[src/rtl/olive_servo_ctrl.sv]
// Eight-channel servo pulse scheduler with Avalon-MM register file.
// Pending settings are committed atomically at the next frame boundary.
module olive_servo_ctrl #(
    parameter int unsigned PRESCALE   = 100,
    parameter int unsigned DEF_PERIOD = 20000,
    parameter int unsigned DEF_WIDTH  = 1500
) (
    input  logic        clk,
    input  logic        reset_n,
    input  logic [3:0]  avs_address,
    input  logic        avs_write,
    input  logic [31:0] avs_writedata,
    input  logic        avs_read,
    output logic [31:0] avs_readdata,
    output logic        ins_irq,
    output logic [7:0]  servo_pwm
);

    localparam logic [15:0] PRE_LAST = 16'(PRESCALE - 1);
    localparam logic [15:0] DEF_P    = 16'(DEF_PERIOD);
    localparam logic [15:0] DEF_W    = 16'(DEF_WIDTH);

    logic [15:0] pre_cnt_q, pre_cnt_d;
    logic [15:0] frame_cnt_q, frame_cnt_d;
    logic [15:0] pend_width_q [8];
    logic [15:0] pend_width_d [8];
    logic [15:0] act_width_q [8];
    logic [15:0] act_width_d [8];
    logic [15:0] pend_period_q, pend_period_d;
    logic [15:0] act_period_q, act_period_d;
    logic [7:0]  pend_en_q, pend_en_d;
    logic [7:0]  act_en_q, act_en_d;
    logic        commit_pend_q, commit_pend_d;
    logic        irq_en_q, irq_en_d;
    logic        frame_flag_q, frame_flag_d;
    logic [7:0]  pwm_q, pwm_d;
    logic [31:0] rdata_q, rdata_d;

    logic tick, frame_last, boundary;
    logic unused_wdata;

    assign unused_wdata = ^{avs_writedata[31:17], avs_writedata[15:9]};

    always_comb begin
        pre_cnt_d     = pre_cnt_q;
        frame_cnt_d   = frame_cnt_q;
        pend_width_d  = pend_width_q;
        act_width_d   = act_width_q;
        pend_period_d = pend_period_q;
        act_period_d  = act_period_q;
        pend_en_d     = pend_en_q;
        act_en_d      = act_en_q;
        commit_pend_d = commit_pend_q;
        irq_en_d      = irq_en_q;
        frame_flag_d  = frame_flag_q;
        pwm_d         = '0;
        rdata_d       = '0;

        tick        = (pre_cnt_q == PRE_LAST);
        frame_last  = (frame_cnt_q == act_period_q - 16'd1);
        boundary    = tick && frame_last;
        pre_cnt_d   = tick ? 16'd0 : pre_cnt_q + 16'd1;
        if (tick) begin
            frame_cnt_d = frame_last ? 16'd0 : frame_cnt_q + 16'd1;
        end

        // Copy uses the registered pending values, so same-cycle writes land next time.
        if (boundary && commit_pend_q) begin
            act_width_d   = pend_width_q;
            act_period_d  = (pend_period_q < 16'd2) ? 16'd2 : pend_period_q;
            act_en_d      = pend_en_q;
            commit_pend_d = 1'b0;
        end

        if (avs_write) begin
            case (avs_address)
                4'h0, 4'h1, 4'h2, 4'h3, 4'h4, 4'h5, 4'h6, 4'h7:
                    pend_width_d[avs_address[2:0]] = avs_writedata[15:0];
                4'h8: pend_period_d = avs_writedata[15:0];
                4'h9: begin
                    pend_en_d = avs_writedata[7:0];
                    irq_en_d  = avs_writedata[16];
                    if (avs_writedata[8]) commit_pend_d = 1'b1;
                end
                4'hA: if (avs_writedata[0]) frame_flag_d = 1'b0;
                default: ;
            endcase
        end
        if (boundary) frame_flag_d = 1'b1;

        for (int n = 0; n < 8; n++) begin
            pwm_d[n] = act_en_d[n] && (frame_cnt_d < act_width_d[n]);
        end

        if (avs_read) begin
            case (avs_address)
                4'h0, 4'h1, 4'h2, 4'h3, 4'h4, 4'h5, 4'h6, 4'h7:
                    rdata_d = {16'd0, pend_width_q[avs_address[2:0]]};
                4'h8: rdata_d = {16'd0, pend_period_q};
                4'h9: rdata_d = {15'd0, irq_en_q, 7'd0, commit_pend_q, pend_en_q};
                4'hA: rdata_d = {frame_cnt_q, 15'd0, frame_flag_q};
                default: rdata_d = '0;
            endcase
        end
    end

    always_ff @(posedge clk or negedge reset_n) begin
        if (!reset_n) begin
            pre_cnt_q     <= '0;
            frame_cnt_q   <= '0;
            for (int n = 0; n < 8; n++) begin
                pend_width_q[n] <= DEF_W;
                act_width_q[n]  <= DEF_W;
            end
            pend_period_q <= DEF_P;
            act_period_q  <= DEF_P;
            pend_en_q     <= '0;
            act_en_q      <= '0;
            commit_pend_q <= 1'b0;
            irq_en_q      <= 1'b0;
            frame_flag_q  <= 1'b0;
            pwm_q         <= '0;
            rdata_q       <= '0;
        end else begin
            pre_cnt_q     <= pre_cnt_d;
            frame_cnt_q   <= frame_cnt_d;
            pend_width_q  <= pend_width_d;
            act_width_q   <= act_width_d;
            pend_period_q <= pend_period_d;
            act_period_q  <= act_period_d;
            pend_en_q     <= pend_en_d;
            act_en_q      <= act_en_d;
            commit_pend_q <= commit_pend_d;
            irq_en_q      <= irq_en_d;
            frame_flag_q  <= frame_flag_d;
            pwm_q         <= pwm_d;
            rdata_q       <= rdata_d;
        end
    end

    assign avs_readdata = rdata_q;
    assign ins_irq      = frame_flag_q && irq_en_q;
    assign servo_pwm    = pwm_q;

endmodule
[config.mk]
export PLATFORM = sky130hd
export DESIGN_NAME = olive_servo_ctrl
export DESIGN_NICKNAME = d
export VERILOG_FILES = /design/src/rtl/olive_servo_ctrl.sv
export SDC_FILE = /design/constraint.sdc
export NUM_CORES = 1
export LEC_CHECK = 0
export CORE_UTILIZATION = 50
export CTS_CLUSTER_DIAMETER = 50
export DETAILED_ROUTE_END_ITERATION = 6
export GPL_TIMING_DRIVEN = 0
export PLACE_DENSITY = 0.7
export SYNTH_ARGS = -nofsm -noshare
export SYNTH_HDL_FRONTEND = slang
export SYNTH_SLANG_ARGS = --single-unit
export TNS_END_PERCENT = 10
[constraint.sdc]
create_clock -name clk -period 4.4 [get_ports clk]
set_clock_uncertainty 0.15 [all_clocks]
set_input_delay 0.88 -clock clk [delete_from_list [all_inputs] [get_ports clk]]
set_output_delay 0.88 -clock clk [all_outputs]
set_load 0.05 [all_outputs]
---- Word-level counts from Yosys, hierarchy flattened ----
Index checks and enable logic that the tools add are counted.
word-level totals
  memories kept ........................... 0
  bits of input ports ..................... 40
  memory bits (read-only) ................. 0
  output and inout port bits .............. 41
  register bits after elaboration ......... 379
  latch bits .............................. 0
  RAM bits ................................ 0
cells by class
  divide/modulo/power cells ............... 0
  magnitude comparators ................... 11
  bitwise logic cells ..................... 1
  add/sub/neg operators ................... 3
  multiply operators ...................... 0
  muxes and demuxes ....................... 22
  eq/ne operators ......................... 12
  shift-type cells ........................ 0
  reduce and logical (&&, ||, !) cells .... 21
operators with widths
  cell                     count
  $bwmux W128              1
  $lt A16 B16 Y1           8
  $mux W128                1
  $pmux W32 S4             1
  $mux W16                 7
  $bmux W16 S3             1
  $demux W16 S3            1
  $add A16 B1 Y16 const B  2
  $mux W32                 1
  $eq A16 B16 Y1           1
  $eq A16 B7 Y1 const B    1
  $eq A4 B3 Y1 const B     4
  $lt A16 B2 Y1 const B    1
  $sub A16 B1 Y16 const B  1
  $eq A4 B4 Y1 const B     3
  $logic_and A1 B1 Y1      12
  $eq A4 B2 Y1 const B     2
  $mux W1                  8
  $mux W8                  1
  $reduce_or A8 Y1         1
  $reduce_and A2 Y1        3
  $reduce_bool A2 Y1       3
  $eq A4 B1 Y1 const B     1
  $ge A4 B4 Y1 const B     1
  4 further kinds          4

---- Logic depth before layout (Yosys ltp) ----
  depth after elaboration ................. 8
  depth in mapped cells ................... 20
  mapped depth without buffers ............ 16

---- Worst setup path before layout ----
No wires, ideal clock.
  path type ............................... register -> register
  from .................................... register act_period_q[4]
  to ...................................... register pwm_q[2], in the netlist servo_pwm[2]
  buffers on the path ..................... 4
  path slack .............................. -0.159 ns
  library setup time ...................... 0.130 ns
  data arrival time ....................... 4.279 ns
  period minus slack after synthesis ...... 4.559 ns
  required time ........................... 4.120 ns
  stages on the path, launching flop included .. 18
  cells stage by stage .................... dfrtp_1 -> or4_1 -> buf_2 -> or4_1 -> o21ai_1 -> nand4bb_1 -> buf_2 -> nor3_2 -> buf_2 -> buf_2 -> nor2_1 -> ha_1 -> nand4_1 -> or2_2 -> a2111oi_0 -> o41ai_1 -> a311oi_1 -> nor3b_2
RTL lines
  element                 RTL line  text
  from (decl)             30        logic [15:0] act_period_q, act_period_d;
  from (signal assigned)  130       act_period_q <= act_period_d;
  $sub A16 B1 Y16         60        frame_last = (frame_cnt_q == act_period_q - 16'd1);
  $eq A16 B16 Y1          60
  $mux W16                64        frame_cnt_d = frame_last ? 16'd0 : frame_cnt_q + 16'd1;
  $mux W16                63        if (tick) begin
  net frame_cnt_d[15]     24        logic [15:0] frame_cnt_q, frame_cnt_d;
  $lt A16 B16 Y1          92        pwm_d[n] = act_en_d[n] && (frame_cnt_d < act_width_d[n]);
  $logic_and A1 B1 Y1     92
  net pwm_d[2]            36        logic [7:0] pwm_q, pwm_d;
  to (signal assigned)    136       pwm_q <= pwm_d;
  to (decl)               36
The timed path passes the listed nets, and every way through them passes these cells.
A chain may end at the register's enable or synchronous reset.

---- Final worst setup path ----
  from .................................... register act_period_q[7]
  to ...................................... register pwm_q[2], in the netlist servo_pwm[2]
on the way
  cells in the longest elaborated chain, start to end .. 7
ends and longest elaborated chain
  element                  RTL line  text
  $sub A16 B1 Y16 (*)      60
  $eq A16 B16 Y1 (*)       60
  $logic_and A1 B1 Y1      61        boundary = tick && frame_last;
  $logic_and A1 B1 Y1      68        if (boundary && commit_pend_q) begin
  $mux W128                68
  $lt A16 B16 Y1           92
  $logic_and A1 B1 Y1 (*)  92
  net pwm_d[2]             36
The timed path passes the listed nets; every way through them passes the cells marked *.

==> summary.txt <==
antenna violations before repair = 0
Tcrit/Tclk final = 109%
filler instances = 2861
Synth async-reset ratio = 100%
WP buf/inv = 3
remaining antenna violation count after routing = 0
worst setup margin = -0.409 ns
Num CTS Buffers = 45
CP max stage cell = or4_4
largest net degree at the start of global routing = 114
via count = 13413
simple logic cell fraction of the synthesized area = 8.72%
drt first-iter violations = 809
Final min period = 4.81 ns
reg2reg start = act_period_q[7]
Synth Area in Compound Gates = 6.53%
Post-Place Cell Area = 20600 um2
endpoints failing setup = 8
share of cells above drive strength 1 = 33.6%
Clock Root Buffer = clkbuf_16
EDFF count, synth = 0
RSZ-0062 raised after global routing = true
clock slew at reported path FFs = 0.06 ns
Worst setup EP type = register
CTS hold repair buffers = 0
first-pass GRT wire length = 80600 um
Data arrival, critical path = 5.15 ns
final hold viol count = 0
TritonRoute pass-1 iters = 5
Leak = 11.7 nW
io pins = 81
top-count cell post-synth = dfrtp_1
Sum Neg Setup Slack = -3.01 ns
PortBufs = 56
startpoint types = register
GRT overflow = 0
Area growth, synth to finish = 23.6%
sequential cell area = 9640 um2
Power Total = 0.00905 W
Nets = 1914
largest family of logic cells by synthesized area = multiplexers
CP Class = register to register
failing checks = negative setup slack
# H-tree levels = 2
Critical Path Fanout Max = 10
multi-input logic area = 9780 um2
status = complete, but fails checks
Final Wtd Congestion = 0.940
power per cell area = 380 nW/um2
DRT Wirelength = 54100 um
clk sinks = 379
# rows = 71
crit path launch = act_period_q[7]
Worst Hold Class = input port to async pin
fin. max-slew vios = 0
latest clock arrival within the worst-skew pair = 0.58 ns
maximum buffer depth of the clock tree = 3
design area = 23800 um2
TritonCTS clock tree = yes
ys flop type = dfrtp_1
Post-Synth Adder-Cell Area = 8.00%
Seq/Total Area, Yosys = 50.1%
Synth area leader = dfrtp_1
All-Layer GR Usage = 28.0%
vias per cell = 5.83
total nets after synthesis = 1755
synth cell count leaders = dfrtp_1 (257), mux2_2 (147), inv_1 (140), mux2i_1 (140), ha_1 (123)
Peak VDD IR = 327 uV
WP data required = 4.74 ns
Synth top area share = 33.4%
Routed WL per cell = 23.5 um
ant diodes = 0
mux contribution to synthesized area = 20.0%
Max-slew headroom = 7.19%
Yosys warning count = 0
CP peak stage delay = 0.58 ns
post-synthesis average cell area = 12.1 um2
Synth Area in XOR/XNOR = 2.18%
die width = 198 um
Post-Syn Area = 19200 um2
max_cap viols = 0
Die ar. = 39300 um2
number of global-route vias before repair = 13678
detailed placer's ending HPWL = 37600 um
synthesis-stage register bit count = 379
worst-path cell chain = or4_4 > or4_4 > o21ai_4 > nand4bb_1 > buf_6 > nor3_4 > buf_12 > buf_12 > mux2i_1 > ha_1 > a41oi_1 > o21ai_0 > a21oi_1 > nor2_1 > nor3_2 > o21ai_2 > nor3b_2
Max Fclk = 0.208 GHz
Netlist cell types = 67
Die Ht = 198 um
Worst Tran Pin Value = 1.38 ns
synth top area cells = dfrtp_1 (33%), dfstp_2 (17%), mux2_2 (8.6%)
DRC = 0
Starting Density = 51.0%
core area = 37800 um2
Top delay family on crit path = simple AND/OR/NAND/NOR gates
Gate Count Post-Synth = 1592
-- cells in the final DEF (no fill, tap or decap), types with 24 or more instances in the layout --
| cell type | n |
|---|---|
| dfrtp_1 | 256 |
| clkbuf_1 | 43 |
| mux2i_1 | 96 |
| buf_4 | 46 |
| clkdlybuf4s50_1 | 55 |
| nand3_1 | 24 |
| mux2i_4 | 27 |
| ha_1 | 114 |
| dfstp_2 | 122 |
| mux4_2 | 32 |
| xor2_1 | 26 |
| mux2_2 | 147 |
| nor2_1 | 34 |
| nand4_1 | 27 |
| o21ai_0 | 56 |
| and3_1 | 24 |
| nand2_1 | 96 |
| clkbuf_16 | 47 |
| inv_1 | 138 |
| a21o_1 | 27 |
-- per-layer routing --
| metal | share of wire (%) | track usage [%] |
|---|---|---|
| met1 | 42 | 36.6 |
| met2 | 48 | 46.0 |
| met3 | 5.5 | 4.87 |
| met4 | 4.1 | 11.4 |
| met5 | 0 | 0 |
-- registers in the layout (all words and copies together) (netlist names), 16 cells and up --
| register | flops |
|---|---|
| pend_width_q | 128 |
| pre_cnt_q | 16 |
| act_width_q | 128 |
| frame_cnt_q | 16 |
| act_period_q | 16 |
| pend_period_q | 16 |
| avs_readdata | 32 |
-- cell families (layout without fill, tap and decap cells) --
kind of cell / after synthesis / in the layout
AO/OA/AOI/OAI: 189 / 189
XOR/XNOR: 48 / 48
adder cells (fa/ha/maj): 123 / 123
buffers and inverters: 208 / 404
flip-flops: 379 / 379
multiplexers: 324 / 324
AND/OR/NAND/NOR: 321 / 321
-- path summary, 6_finish.rpt --
path                       cells past startpoint              end  slack [ns]
max                                           17     servo_pwm[2]       -0.41
min                                            1   frame_cnt_q[9]        0.12
max reg2reg                                   17     servo_pwm[2]       -0.41
min reg2reg                                    1    pre_cnt_q[15]        0.33
max in group asynchronous                      3  pend_width_q[8]        2.66
min in group clk                               1    pre_cnt_q[15]        0.33
-- stage by stage --
stage,setup slack (ns),util (%),instances,hold WS [ns]
after floorplan,0.0113,-,1592,0.293
after global placement,-13.91,54.2,2159,0.306
after detailed placement,-1.47,54.5,2162,0.311
after CTS,-0.420,61.0,2276,0.133
after global routing,-0.566,63.0,2299,0.170
final,-0.409,63.0,2299,0.119
-- worst register-to-register path: cells and delay by family (launching register included) --
kind                     cells  cell delay [ns]
AND/OR/NAND/NOR              7             2.11
AO/OA/AOI/OAI                5             0.89
buffers and inverters        3             0.55
flip-flops                   1             0.39
multiplexers                 1             0.33
adder cells (fa/ha/maj)      1             0.32
-- what timing repair did --
| action | 4_1_cts | 5_1_grt |
|---|---|---|
| resized for setup | 136 | 105 |
| gates cloned | 1 | 0 |
| buffers inserted | 31 | 24 |
| pin swaps | 24 | 37 |
| setup endpoints to repair | 8 | 8 |
-- report_power, final --
| group | switching, W | total [W] | internal (W) |
|---|---|---|---|
| Combinational | 0.000432 | 0.000901 | 0.000469 |
| Sequential | 0.000354 | 0.00429 | 0.00394 |
| Clock | 0.00150 | 0.00386 | 0.00235 |
| Total | 0.00229 | 0.00905 | 0.00676 |
-- cell type report --
cell class | count | area share, %
clock inverter | 15 | 0.831
multi-input combinational | 1005 | 41.1
timing repair buffer | 115 | 4.95
sequential | 379 | 40.5
buffer | 64 | 2.03
clock buffer | 69 | 5.67
tap | 511 | 2.69
inverter | 141 | 2.22
Note: power is estimated with default switching activity, not from simulation.
